==> src/rtl/conv_layer_ctrl.sv <==
// Purpose : sequencer for one conv layer pass; drives current_state to the weight cache / PE array.
// Latency : start sampled in INIT/IDLE -> PRELOAD next cycle; pass is PRELOAD_CYCLES+ARRAY_SIZE*(K*K+1)+(ARRAY_SIZE-1) cycles.
// Backpr. : none; i_start is ignored while busy, i_clear aborts to INIT on the next edge.
//
// Ports:
//   clk, rst_n              clock (rising edge), async active-low reset
//   i_start                 level-sampled pass request (only honoured in INIT/IDLE)
//   i_clear                 synchronous abort, wins over i_start
//   o_state                 current_state register (INIT=0 .. IDLE=7)
//   o_row_cnt / o_cyc_cnt   output-row index / cycle index within the current state
//   o_busy                  high outside INIT and IDLE
//   o_out_valid / o_done    one-cycle pulses: result row ready / pass complete
module conv_layer_ctrl #(
  parameter  int KERNEL_SIZE    = 3,
  parameter  int IMAGE_SIZE     = 8,
  parameter  int ARRAY_SIZE     = 6,
  parameter  int PRELOAD_CYCLES = 3,
  // cyc_cnt is shared by PRELOAD and the ROW_k states, so size it for the longer one
  localparam int CYC_MAX = ((KERNEL_SIZE > PRELOAD_CYCLES) ? KERNEL_SIZE : PRELOAD_CYCLES) - 1,
  localparam int CYC_W   = (CYC_MAX > 0) ? $clog2(CYC_MAX + 1) : 1,
  localparam int ROW_W   = (ARRAY_SIZE > 1) ? $clog2(ARRAY_SIZE) : 1
) (
  input  logic             clk,
  input  logic             rst_n,
  input  logic             i_start,
  input  logic             i_clear,
  output logic [2:0]       o_state,
  output logic [ROW_W-1:0] o_row_cnt,
  output logic [CYC_W-1:0] o_cyc_cnt,
  output logic             o_busy,
  output logic             o_out_valid,
  output logic             o_done
);

  // Encoding is fixed: the weight cache decodes these values directly.
  typedef enum logic [2:0] {
    ST_INIT    = 3'd0,
    ST_PRELOAD = 3'd1,
    ST_ROW0    = 3'd2,
    ST_ROW1    = 3'd3,
    ST_ROW2    = 3'd4,
    ST_BIAS    = 3'd5,
    ST_LOAD    = 3'd6,
    ST_IDLE    = 3'd7
  } state_e;

  localparam logic [CYC_W-1:0] PRE_LAST = CYC_W'(PRELOAD_CYCLES - 1);
  localparam logic [CYC_W-1:0] K_LAST   = CYC_W'(KERNEL_SIZE - 1);
  localparam logic [ROW_W-1:0] ROW_LAST = ROW_W'(ARRAY_SIZE - 1);

  // The PE array width is tied to the valid-convolution output width.
  if (ARRAY_SIZE != IMAGE_SIZE - KERNEL_SIZE + 1) begin : g_cfg_err
    $error("conv_layer_ctrl: ARRAY_SIZE must equal IMAGE_SIZE-KERNEL_SIZE+1");
  end

  state_e           state_q, state_d;
  logic [ROW_W-1:0] row_q, row_d;
  logic [CYC_W-1:0] cyc_q, cyc_d;
  logic             busy_q, busy_d;
  logic             out_valid_q, out_valid_d;
  logic             done_q, done_d;

  always_ff @(posedge clk or negedge rst_n) begin
    if (!rst_n) begin
      state_q     <= ST_INIT;
      row_q       <= '0;
      cyc_q       <= '0;
      busy_q      <= 1'b0;
      out_valid_q <= 1'b0;
      done_q      <= 1'b0;
    end else begin
      state_q     <= state_d;
      row_q       <= row_d;
      cyc_q       <= cyc_d;
      busy_q      <= busy_d;
      out_valid_q <= out_valid_d;
      done_q      <= done_d;
    end
  end

  always_comb begin
    state_d     = state_q;
    row_d       = row_q;
    cyc_d       = cyc_q;
    out_valid_d = 1'b0;
    done_d      = 1'b0;

    case (state_q)
      ST_INIT, ST_IDLE: begin
        if (i_start) begin
          state_d = ST_PRELOAD;
          row_d   = '0;
          cyc_d   = '0;
        end
      end
      ST_PRELOAD: begin
        if (cyc_q == PRE_LAST) begin
          state_d = ST_ROW0;
          cyc_d   = '0;
        end else begin
          cyc_d = cyc_q + 1'b1;
        end
      end
      ST_ROW0, ST_ROW1, ST_ROW2: begin
        if (cyc_q == K_LAST) begin
          cyc_d = '0;
          case (state_q)
            ST_ROW0: state_d = ST_ROW1;
            ST_ROW1: state_d = ST_ROW2;
            default: state_d = ST_BIAS;
          endcase
        end else begin
          cyc_d = cyc_q + 1'b1;
        end
      end
      ST_BIAS: begin
        // The row's accumulation completes here; flag it in the following cycle.
        cyc_d       = '0;
        out_valid_d = 1'b1;
        if (row_q == ROW_LAST) begin
          state_d = ST_IDLE;
          row_d   = '0;
          done_d  = 1'b1;
        end else begin
          state_d = ST_LOAD;
        end
      end
      ST_LOAD: begin
        // row_cnt still names the finished row during LOAD; it advances as ROW_0 begins.
        state_d = ST_ROW0;
        row_d   = row_q + 1'b1;
        cyc_d   = '0;
      end
      default: begin
        state_d = ST_INIT;
        row_d   = '0;
        cyc_d   = '0;
      end
    endcase

    // Abort overrides everything, including the pulses of a completing row.
    if (i_clear) begin
      state_d     = ST_INIT;
      row_d       = '0;
      cyc_d       = '0;
      out_valid_d = 1'b0;
      done_d      = 1'b0;
    end

    busy_d = !((state_d == ST_INIT) || (state_d == ST_IDLE));
  end

  assign o_state     = state_q;
  assign o_row_cnt   = row_q;
  assign o_cyc_cnt   = cyc_q;
  assign o_busy      = busy_q;
  assign o_out_valid = out_valid_q;
  assign o_done      = done_q;

endmodule
==> config.mk <==
export PLATFORM = sky130hd
export DESIGN_NAME = conv_layer_ctrl
export DESIGN_NICKNAME = d
export VERILOG_FILES = /design/src/rtl/conv_layer_ctrl.sv
export SDC_FILE = /design/constraint.sdc
export NUM_CORES = 1
export LEC_CHECK = 0
export ABC_CLOCK_PERIOD_IN_PS = 1300
export BUFFER_PORTS_ARGS = -buffer_cell sky130_fd_sc_hd__buf_2
export CAP_MARGIN = 20
export CORE_MARGIN = 5
export CORE_UTILIZATION = 45
export DETAILED_ROUTE_END_ITERATION = 7
export MAX_ROUTING_LAYER = met4
export PLACE_DENSITY_LB_ADDON = 0.2
export SLEW_MARGIN = 20
export SYNTH_ARGS = -nofsm -noshare
export SYNTH_HDL_FRONTEND = slang
export SYNTH_SLANG_ARGS = --single-unit
==> constraint.sdc <==
create_clock -name clk -period 1.3 [get_ports clk]
set_input_delay 0.065 -clock clk [delete_from_list [all_inputs] [get_ports clk]]
set_output_delay 0.065 -clock clk [all_outputs]
set_load 0.01 [all_outputs]
==> summary.txt <==
Synth
  • Synthesized net count: 68
  • Mapped Cells: 62
  • Synth Flop Type: dfrtp_1
  • Mux cell area share after synthesis: 3.36%
  • Async S/R FF share, synth: 100%
  • Adder-Cell Fraction of Synth Area: 3.95%
  • Compound-gate portion of the synthesized area: 17.0%
  • Mean post-synth cell area: 10.2 um^2
  • XOR/XNOR share of the synthesized area: 0%
  • Register area share after synthesis: 43.5%
  • Library cells used by synthesis: 31
  • Simple-gate share of the synthesized area: 26.3%
  • Synth Register Bits: 11
  • Number of synthesized flops with an enable pin: 0
  • Yosys warns: 0
  • Largest family of logic cells by synthesized area: simple AND/OR/NAND/NOR gates
  • Synthesized area: 633 um^2

Clocking
  • Clock slew at reported path FFs: 70 ps
  • CTS buffer count: 3
  • CTS Buffer Depth: 2
  • CTS tree: done
  • Clock root buffer: clkbuf_4
  • Clock latency on the worst-skew pair: 260 ps
  • CTS Sinks: 11
  • H-tree Lvls: 1

Worst hold path
  • WHS Path Cells: 3
  • Hold Crit Endpoint: o_state[1]
  • Hold Crit Class: in -> reg
  • Hold path start: i_clear

Routing
  • Iter 0 DRT Violations: 4
  • Vias: 570
  • 1st-pass router iterations: 4
  • Routed wl met3: 63 um
  • Top sig layer: met4
  • Wirelength, routed: 1470 um
  • Wl on met1: 631 um
  • # DRC: 0
  • Post-route ant nets: 0
  • Vias per cell: 5.38
  • Post-DR wirelength/cell: 13.9 um
  • Met2 WL post-DR: 763 um

Setup path
  • Worst reg2reg endpoint: o_row_cnt[2]
  • Req. time, crit path: 1450 ps
  • Worst EP arrival: 1510 ps
  • Worst r2r path cells: 4
  • R2R setup slack: -60 ps
  • Reg-to-Reg Start: o_state[0]
  • CP Class: reg -> reg
  • Crit path max fanout: 5
  • CP Launch Type: flop
  • Crit path capture type: flop

Layout
  • Post-layout net count: 98
  • Most frequent cells in the layout: buf_2 (14), buf_4 (13), dfrtp_1 (11)
  • Fin util: 65.9%
  • Ant diodes: 0
  • Leading cell type in the layout, fill and taps excluded: buf_2
  • Filler Cells Inserted: 105
  • Layout area overhead: 37.2%
  • Layout cells sized above 1: 49.5%

STA
  • Worst slew margin: 81.2%
  • Final setup violation count: 5
  • Endpoints failing hold: 0
  • Final WS setup: -55.6 ps
  • Peak Freq: 738 MHz
  • Max-slew violations: 0
  • Actual slew at the worst max-slew pin: 282 ps
  • Fin crit period: 1360 ps
  • Final worst-path cycle share: 104%
  • Worst Skew: 5.07 ps
  • RSZ-0062 raised after global routing: yes
  • Final Hold Slack: 163 ps

Placed design
  • Detail Placement HPWL: 1030 um
  • Input/output buffers: 14
  • Routability Congestion: 0.825

Outcome
  • Failing checks: setup timing
  • Status: finished, violations left

Global route
  • Via count of the first global-routing pass: 529
  • Largest net degree at the start of global routing: 12
  • Total GRT Usage: 15.6%
  • Initial antenna violation count: 0
  • First-pass GRT wire length: 2290 um
  • Grt total ovfl: 0

Run
  • Max_cap viols: 0

Floorplanning
  • Placeable Area: 0.00132 mm^2
  • Die Wd: 47.5 um
  • Starting density of the core: 48.1%
  • Ports: 15
  • Rows: 13
  • Die area: 0.00226 mm^2
  • Die Y: 47.5 um

Power and ir drop
  • VDD IR max: 0.403 mV
  • Power Dens Cells: 796 mW/mm^2
  • Leak: 0.432 nW
-- per-layer routing --
metal / up-vias / global-route usage (%)
met5: - / -
met4: 0 / 8.29
met3: 2 / 4.51
met2: 9 / 23.8
met1: 278 / 18.3
li1: 281 / -
-- stage by stage --
stage          total power, mW  area (um^2)  setup TNS, ps  setup slack [ps]  cells
3_5_place_dp             0.461          773           -244              -116     98
6_report                 0.691          868           -107             -55.6    106
2_1_floorplan            0.424          636           -299             -92.1     62
5_1_grt                  0.730          868           -425              -116    106
4_1_cts                  0.697          830           -135             -76.8    105
3_3_place_gp             0.459          773          -38.5             -26.8     98
-- cell type report --
class                      count  area [um^2]  area share (%)
multi-input combinational     46          355            40.9
sequential                    11          275            31.7
timing repair buffer          29          189            21.8
clock buffer                   4         26.3            3.03
tap                           15         18.8            2.16
inverter                       1         3.75           0.432
-- what timing repair did --
| action | CTS | global route |
|---|---|---|
| gates resized for setup | 1 | 8 |
| hold buffers | 1 | 0 |
| pin swaps | 2 | 2 |
| endpoints found under the hold margin | 11 | 0 |
| setup buffers | 2 | 1 |
| setup endpoints to repair | 5 | 6 |
-- worst max-delay path, cell delays in order (launching register included) --
cell	delay (ps)
dfrtp_1	420
or3_4	410
nand2_2	80
a221oi_2	70
a211o_1	260
-- logic make-up after synthesis --
logic type,after synthesis
compound gates,15
fa+ha+maj,2
buf+inv,5
flops,11
mux,2
simple gates,27
-- worst max path at each step --
stage                      start           end  slack (ps)
floorplan             o_state[1]  o_row_cnt[2]         -90
CTS                 o_row_cnt[1]  o_row_cnt[2]         -80
detailed placement  o_row_cnt[1]  o_row_cnt[2]        -120
global route          o_state[0]  o_row_cnt[2]        -120
global placement      o_state[2]  o_row_cnt[2]         -30
finish                o_state[0]  o_row_cnt[2]         -60
-- power by group --
part	switching (mW)	total, mW	internal [mW]
registers	0.00788	0.359	0.351
logic	0.0531	0.100	0.0472
clock network	0.114	0.232	0.119
total	0.175	0.691	0.517
-- flip-flops by register name (all words and copies together) (netlist names) --
register / cells
o_row_cnt: 3
o_state: 3
o_cyc_cnt: 2
o_busy: 1
o_done: 1
o_out_valid: 1
-- cells in the mapped netlist (all sizes together), types with 2 or more instances --
| master | instances | area, um^2 |
|---|---|---|
| nand2b | 4 | 25.0 |
| ha | 2 | 25.0 |
| a21o | 2 | 16.3 |
| nand2 | 4 | 17.5 |
| nor2 | 5 | 18.8 |
| o21ai | 3 | 15.0 |
| nor3b | 3 | 22.5 |
| nand3 | 2 | 10.0 |
| or3 | 2 | 17.5 |
| buf | 3 | 26.3 |
| dfrtp | 11 | 275 |
| a21oi | 4 | 20.0 |
| nor3 | 4 | 31.3 |
(Power assumes the default switching activity.)
